File: config.mk
export PLATFORM = sky130hd
export DESIGN_NAME = multicycle_main_fsm
export DESIGN_NICKNAME = d
export VERILOG_FILES = /design/src/rtl/mc_ctrl_pkg.sv /design/src/rtl/mc_alu_decoder.sv /design/src/rtl/multicycle_main_fsm.sv
export SDC_FILE = /design/constraint.sdc
export NUM_CORES = 1
export LEC_CHECK = 0
export CAP_MARGIN = 40
export CORE_ASPECT_RATIO = 1.1
export CORE_MARGIN = 3
export CORE_UTILIZATION = 33
export DETAILED_ROUTE_END_ITERATION = 8
export PLACE_DENSITY = 0.75
export SETUP_SLACK_MARGIN = 0.1
export SYNTH_ARGS = -nofsm -noshare
export SYNTH_HDL_FRONTEND = slang
export SYNTH_SLANG_ARGS = --single-unit
File: constraint.sdc
create_clock -name clk -period 1.5 [get_ports clk]
set_input_delay 0.15 -clock clk [delete_from_list [all_inputs] [get_ports clk]]
set_output_delay 0.15 -clock clk [all_outputs]
set_load 0.02 [all_outputs]
File: src/rtl/mc_ctrl_pkg.sv
// mc_ctrl_pkg: shared state, opcode, command and select encodings for the multicycle controller
package mc_ctrl_pkg;
  typedef enum logic [3:0] {
    S_FETCH  = 4'd0,
    S_DECODE = 4'd1,
    S_MEMADR = 4'd2,
    S_MEMRD  = 4'd3,
    S_MEMWB  = 4'd4,
    S_MEMWR  = 4'd5,
    S_EXECR  = 4'd6,
    S_EXECI  = 4'd7,
    S_ALUWB  = 4'd8,
    S_BRANCH = 4'd9
  } state_t;
  localparam logic [1:0] ALU_ADD = 2'b00, ALU_SUB = 2'b01, ALU_AND = 2'b10, ALU_ORR = 2'b11;
  localparam logic [1:0] OP_DP = 2'b00, OP_MEM = 2'b01, OP_BR = 2'b10, OP_ILL = 2'b11;
  localparam logic [3:0] CMD_AND = 4'b0000, CMD_SUB = 4'b0010, CMD_ADD = 4'b0100,
                         CMD_CMP = 4'b1010, CMD_ORR = 4'b1100;
  localparam logic [1:0] RES_OUT = 2'b00, RES_RD = 2'b01, RES_ALU = 2'b10;
  localparam logic [1:0] SRCB_REG = 2'b00, SRCB_IMM = 2'b01, SRCB_FOUR = 2'b10;
endpackage

File: src/rtl/mc_alu_decoder.sv
// mc_alu_decoder: cmd/S field to ALU control, flag-group write enables and CMP write suppression
module mc_alu_decoder
  import mc_ctrl_pkg::*;
(
  input  logic       active,
  input  logic [4:0] funct,
  output logic [1:0] alu_control,
  output logic [1:0] flag_w,
  output logic       no_write
);
  logic [3:0] cmd;
  logic cmp, s, known;
  assign cmd = funct[4:1];
  assign cmp = cmd == CMD_CMP;
  assign s = funct[0] | cmp;
  assign known = cmd inside {CMD_AND, CMD_SUB, CMD_ADD, CMD_CMP, CMD_ORR};
  assign alu_control = !active ? ALU_ADD :
                       (cmd == CMD_SUB || cmp) ? ALU_SUB :
                       cmd == CMD_AND ? ALU_AND :
                       cmd == CMD_ORR ? ALU_ORR : ALU_ADD;
  // unrecognised commands fall back to add but never touch the flags
  assign flag_w = (active && known) ?
                  {s, s & (alu_control == ALU_ADD || alu_control == ALU_SUB)} : 2'b00;
  assign no_write = active & cmp;
endmodule

File: src/rtl/multicycle_main_fsm.sv
// multicycle_main_fsm: Moore main controller for the multicycle ARM-subset datapath.
// Define MEM_WAIT_EN to add mem_ready, which stalls FETCH/MEMRD/MEMWR until memory is ready.
module multicycle_main_fsm
  import mc_ctrl_pkg::*;
(
  input  logic       clk,
  input  logic       rst,
`ifdef MEM_WAIT_EN
  input  logic       mem_ready,
`endif
  input  logic [1:0] Op,
  input  logic [5:0] Funct,
  input  logic [3:0] Rd,
  output logic       IRWrite,
  output logic       NextPC,
  output logic       AdrSrc,
  output logic       ALUSrcA,
  output logic [1:0] ALUSrcB,
  output logic [1:0] ResultSrc,
  output logic [1:0] ImmSrc,
  output logic [1:0] RegSrc,
  output logic [1:0] ALUControl,
  output logic [1:0] FlagW,
  output logic       RegW,
  output logic       MemW,
  output logic       PCS,
  output logic       NoWrite,
  output logic       illegal_op,
  output logic [3:0] state_o
);
  state_t state, state_n;
  logic ready, fetch, decode, memadr, memrd, memwb, memwr, execr, execi, aluwb, branch;
  logic [1:0] flag_w_raw;
`ifdef MEM_WAIT_EN
  assign ready = mem_ready;
`else
  assign ready = 1'b1;
`endif
  always_ff @(posedge clk or negedge rst)
    if (!rst) state <= S_FETCH;
    else state <= state_n;
  always_comb begin
    state_n = S_FETCH;
    case (state)
      S_FETCH:  state_n = ready ? S_DECODE : S_FETCH;
      S_DECODE: state_n = Op == OP_MEM ? S_MEMADR :
                          Op == OP_DP  ? (Funct[5] ? S_EXECI : S_EXECR) :
                          Op == OP_BR  ? S_BRANCH : S_FETCH;
      S_MEMADR: state_n = Funct[0] ? S_MEMRD : S_MEMWR;
      S_MEMRD:  state_n = ready ? S_MEMWB : S_MEMRD;
      S_MEMWR:  state_n = ready ? S_FETCH : S_MEMWR;
      S_EXECR, S_EXECI: state_n = S_ALUWB;
      default:  state_n = S_FETCH;
    endcase
  end
  assign fetch  = state == S_FETCH;
  assign decode = state == S_DECODE;
  assign memadr = state == S_MEMADR;
  assign memrd  = state == S_MEMRD;
  assign memwb  = state == S_MEMWB;
  assign memwr  = state == S_MEMWR;
  assign execr  = state == S_EXECR;
  assign execi  = state == S_EXECI;
  assign aluwb  = state == S_ALUWB;
  assign branch = state == S_BRANCH;
  mc_alu_decoder u_alu_dec (
    .active      (execr | execi),
    .funct       (Funct[4:0]),
    .alu_control (ALUControl),
    .flag_w      (flag_w_raw),
    .no_write    (NoWrite)
  );
  // strobes are gated by rst so nothing fires while reset holds the FSM in FETCH
  assign IRWrite    = rst & fetch & ready;
  assign NextPC     = rst & fetch & ready;
  assign RegW       = rst & (memwb | aluwb);
  assign MemW       = rst & memwr & ready;
  assign PCS        = rst & (branch | (Rd == 4'hF & (memwb | aluwb)));
  assign FlagW      = rst ? flag_w_raw : 2'b00;
  assign illegal_op = rst & decode & (Op == OP_ILL);
  assign AdrSrc     = memrd | memwr;
  assign ALUSrcA    = fetch | decode;
  assign ALUSrcB    = (fetch | decode) ? SRCB_FOUR : (memadr | execi | branch) ? SRCB_IMM : SRCB_REG;
  assign ResultSrc  = (fetch | decode | branch) ? RES_ALU : memwb ? RES_RD : RES_OUT;
  assign ImmSrc     = Op;
  assign RegSrc     = {Op == OP_BR, Op == OP_MEM};
  assign state_o    = state;
endmodule

# Yosys cells after proc, flatten, opt, wreduce, memory -nomap -nowiden
# Index checks and enable logic that the tools add are counted.
[word_totals] register_bits=4 input_bits=14 output_inout_bits=25 word_cells=62
[classes] n_eq_ne=18 n_mux=16 bitwise_logic=18 reduce_logical=9
[ops] operator="4-bit by 3-bit equality test with 1-bit output, second input constant" count=5
[ops] operator="4-bit equality test, second input constant" count=5
[ops] operator="4-bit one-hot mux with 5 select lines" count=1
[ops] operator="2-bit two-way mux" count=8
[ops] operator="4-bit by 2-bit equality test with 1-bit output, second input constant" count=3
[ops] operator="4-bit two-way mux" count=3
[ops] operator="1-bit AND" count=9
[ops] operator="1-bit bitwise OR" count=9
[ops] operator="4-bit logical NOT" count=2
[ops] operator="5-bit nonzero test" count=1
[ops] operator="2-bit by 1-bit equality test with 1-bit output, second input constant" count=2
[ops] operator="2-bit equality test, second input constant" count=2
[ops] operator="4-bit by 1-bit equality test with 1-bit output, second input constant" count=1
[ops] operator="2-bit logical NOT" count=2
[ops] operator="1-bit two-way mux" count=3
[ops] operator="3-bit two-way mux" count=1
[ops] operator="1-bit logical OR" count=2
[ops] operator="2-bit OR reduction" count=1
[ops] operator="1-bit logical AND" count=1

# Logic depth before layout (Yosys ltp)
[logic_depth] ltp_word=10 ltp_mapped=5 ltp_nobuf=3

# Hierarchy
# A second synthesis with hierarchy kept.
[unflattened] cells_unflattened=70 area_unflattened_um2=511.7
[by_module_without_submodules] module="multicycle_main_fsm" n_inst=1 cells_per_inst=54 area_per_inst_um2=412.9 seq_area_each_um2=100.1
[by_module_without_submodules] module="mc_alu_decoder" n_inst=1 cells_per_inst=16 area_per_inst_um2=98.8 seq_area_each_um2=0.0

# Worst setup path before layout
# No wires, ideal clock.
[synth_timing] kind="flip-flop to output port" start="reg state[2], in the netlist state_o[2]" end="out NextPC" arrival_ns=1.662 t_required_ns=1.350 slack_ns=-0.312 path_stages_with_launch=6 path_buffers=3 cell_sequence="dfrtp_1 > buf_6 > or2_1 > buf_2 > nor4_2 > buf_4"
[synth_via] elab_chain_cells=2
[synth_lines] element="start, declared" line_no="multicycle_main_fsm.sv:31" text="state_t state, state_n;"
[synth_lines] element="start signal, assigned" line_no="multicycle_main_fsm.sv:41" text="else state <= state_n;"
[synth_lines] element="4-bit logical NOT" line_no="multicycle_main_fsm.sv:56" text="assign fetch = state == S_FETCH;"
[synth_lines] element="1-bit AND"
[synth_lines] element="end, declared" line_no="multicycle_main_fsm.sv:15" text="output logic NextPC,"
# No other way between the ends.

# Worst setup path after layout
[layout_timing] start="reg state[2], in the netlist state_o[2]" end="out PCS"
[layout_via] elab_chain_cells=5 elab_cells_between_ends=7 classes_between="eq/ne: 3; bitwise: 4"
[layout_lines] element="4-bit by 3-bit equality test with 1-bit output or 4-bit equality test (tied branches)" line_no="multicycle_main_fsm.sv:60, multicycle_main_fsm.sv:64"
[layout_lines] element="1-bit bitwise OR" line_no="multicycle_main_fsm.sv:78" text="assign PCS = rst & (branch | (Rd == 4'hF & (memwb | aluwb)));"
[layout_lines] element="1-bit AND" line_no="multicycle_main_fsm.sv:78"
[layout_lines] element="1-bit bitwise OR *" line_no="multicycle_main_fsm.sv:78"
[layout_lines] element="1-bit AND *" line_no="multicycle_main_fsm.sv:78"
[layout_lines] element="end, declared" line_no="multicycle_main_fsm.sv:26" text="output logic PCS,"
# Every way passes the cells marked *; elsewhere a longest branch is shown, timed or not.

==> reports/metrics.cfg <==
[clock_network]
cts_tree=done
holdBufCountCts=0
cts_sinks=4
clock_path_buffers=2
cts_buffers=3
clock_latency_ps=250
clk_pin_slew_worst_paths_ps=50
root_buffer=clkbuf_4
htree_num_levels=1

[timing]
maxClockFrequency_ghz=0.5976
slew_viol_final=0
worst_pin_slew_ps=432.0
slew_headroom_pct=71.17
hold_viol_final=0
rsz0062_at_grt=yes
holdWs_ps=231.5
fin_ws_ps=-173.4
finalClockSkew_ps=18.10
setup_viol=10
finalCritPeriodShare_pct=111.6
fin_crit_ps=1673

[run]
cap_violations=0

[route]
drc_errors=0
dr_total_vias=794
drt_iter0_drc=21
dr.pass1.iters=4
viasPerCell=5.365
wl_um=2878
wl_per_cell_um=19.45
ant_nets=0

[worst_setup_path]
start_kind=flip-flop
required_ps=1350
cp_num_buf_inv=2
r2r_end=state_o[1]$_DFF_PN0_
cpLargestDelayFamily=flip-flops
r2r_slack_ps=250
reg2reg_from=state_o[1]$_DFF_PN0_
crit_start=state_o[2]$_DFF_PN0_
critPathKind=flip-flop to output pin
cp_max_fo=6
worstPathCellList=buf_6, nand2b_4, o21ai_2, nor4b_2, buf_4
r2r_cells=4
cp.arrival_ps=1520
critPathSlowestCell=dfrtp_2
max_stage_delay_ps=430
critPathCaptureType=output pin

[die]
row_count=14
io_pins=39
start_util_pct=36.76
core_um2=1436
die_y_um=47.95
die_w_um=44.14
dieArea_um2=2117

[synth]
synth_area_um2=528.0
synthDistinctLibCells=35
syn_area_per_cell_um2=8.800
ys_warn_count=0
synthesis.nets=74
yosys-top-cells-area=dfrtp_1 19%, buf_4 7.1%, nand2b_1 5.9%
yosysSeqAreaShare_pct=18.96
synth_area_leader_cell=dfrtp_1
synth_cells=60
ys_seq_elements=4
synth_top_area_share_pct=18.96

[power]
ir_drop_mv=1.618
powerDensity_nw_per_um2=2018
total_leakage_power_nw=0.6170

[finish]
n_antenna_cell=0
mostFrequentLayoutCells=39 x buf_4, 16 x buf_6, 12 x clkdlybuf4s50_1
nets=147
utilization_pct=93.03
drive_gt1_share_pct=67.42
mostFrequentLayoutCell=buf_4
syn_to_final_growth_pct=153.1
largest_reg_flops=4
fin_cells=148

[global_route]
grt-ovfl-total=0
grt_max_degree=8
grt_pass1_wl_um=3843
grt_pass1_vias=824
grt_usage_pct=25.34
antenna_found_initial=0

[status]
violations=negative setup slack
status=complete, but fails checks

[placed_design]
place.gp.congestion=0.8354
dpl_worst_slack_ps=-545.1
dp.cells=132
dpl.hpwl_um=1509
io_buffer_count=38

[worst_hold_path]
hp-class=input pin to asynchronous set/reset pin

==> kinds of logic after synthesis <==
kind of cell    after synthesis  synth area share (%)
flops                         4                 18.96
simple gates                 27                 36.97
buf+inv                      12                 13.98
xor+xnor                      3                 4.977
compound gates               14                 25.12
==> cell type report <==
class	count	area (um2)
clock buffer	4	26.28
fill	53	100.1
inverter	4	15.01
multi-input combinational	44	504.2
sequential	4	105.1
tap	16	20.02
timing repair buffer	76	665.6
==> cells in the mapped netlist (all sizes together) <==
cell     number
nand2b        5
nand3         1
a211oi        2
buf           8
a41oi         1
nor2          5
o211ai        2
inv           4
a2111oi       1
nor2b         2
nor3          3
a21oi         2
o22a          1
and4bb        2
nor4b         1
or2           1
xor2          2
nand3b        2
nor3b         1
nor4          3
dfrtp         4
o31ai         1
o32ai         1
a22oi         1
or3b          1
o21ai         1
xnor2         1
a21boi        1
==> where the power goes <==
part | internal [mW] | switching [mW] | leakage (nW)
clock | 0.101 | 0.0587 | 0.0150
combinational | 1.14 | 1.13 | 0.556
sequential | 0.169 | 0.102 | 0.0463
total | 1.41 | 1.29 | 0.617
==> worst max-delay path by stage <==
stage,endpoint,slack (ps),cells after the start
2_1_floorplan,NextPC,-110,5
3_3_place_gp,FlagW[1],-500,5
3_5_place_dp,FlagW[1],-550,5
4_1_cts,FlagW[1],-120,4
5_1_grt,PCS,-240,5
6_report,PCS,-170,5
==> through the flow <==
step / instance area, um2 / power (mW) / setup TNS [ps]
2_1_floorplan: 594.3 / 1.251 / -208.7
3_3_place_gp: 1121 / 1.923 / -5252
3_5_place_dp: 1121 / 1.948 / -5674
4_1_cts: 1252 / 2.395 / -523.9
5_1_grt: 1336 / 2.810 / -1456
6_report: 1336 / 2.697 / -793.4
==> routing by layer <==
layer | GRT usage [%] | share of wire [%]
met5 | 0 | 0
met1 | 26.61 | 39
met4 | 11.45 | 2.4
met2 | 49.13 | 53
met3 | 4.887 | 5.9
==> what timing repair did <==
item	4_1_cts	5_1_grt
setup buffers	8	5
pin swaps	7	3
gates resized for setup	123	17
gates cloned	0	0
setup endpoints to repair	25	19
No activity file was read; power rests on OpenSTA's default activity.
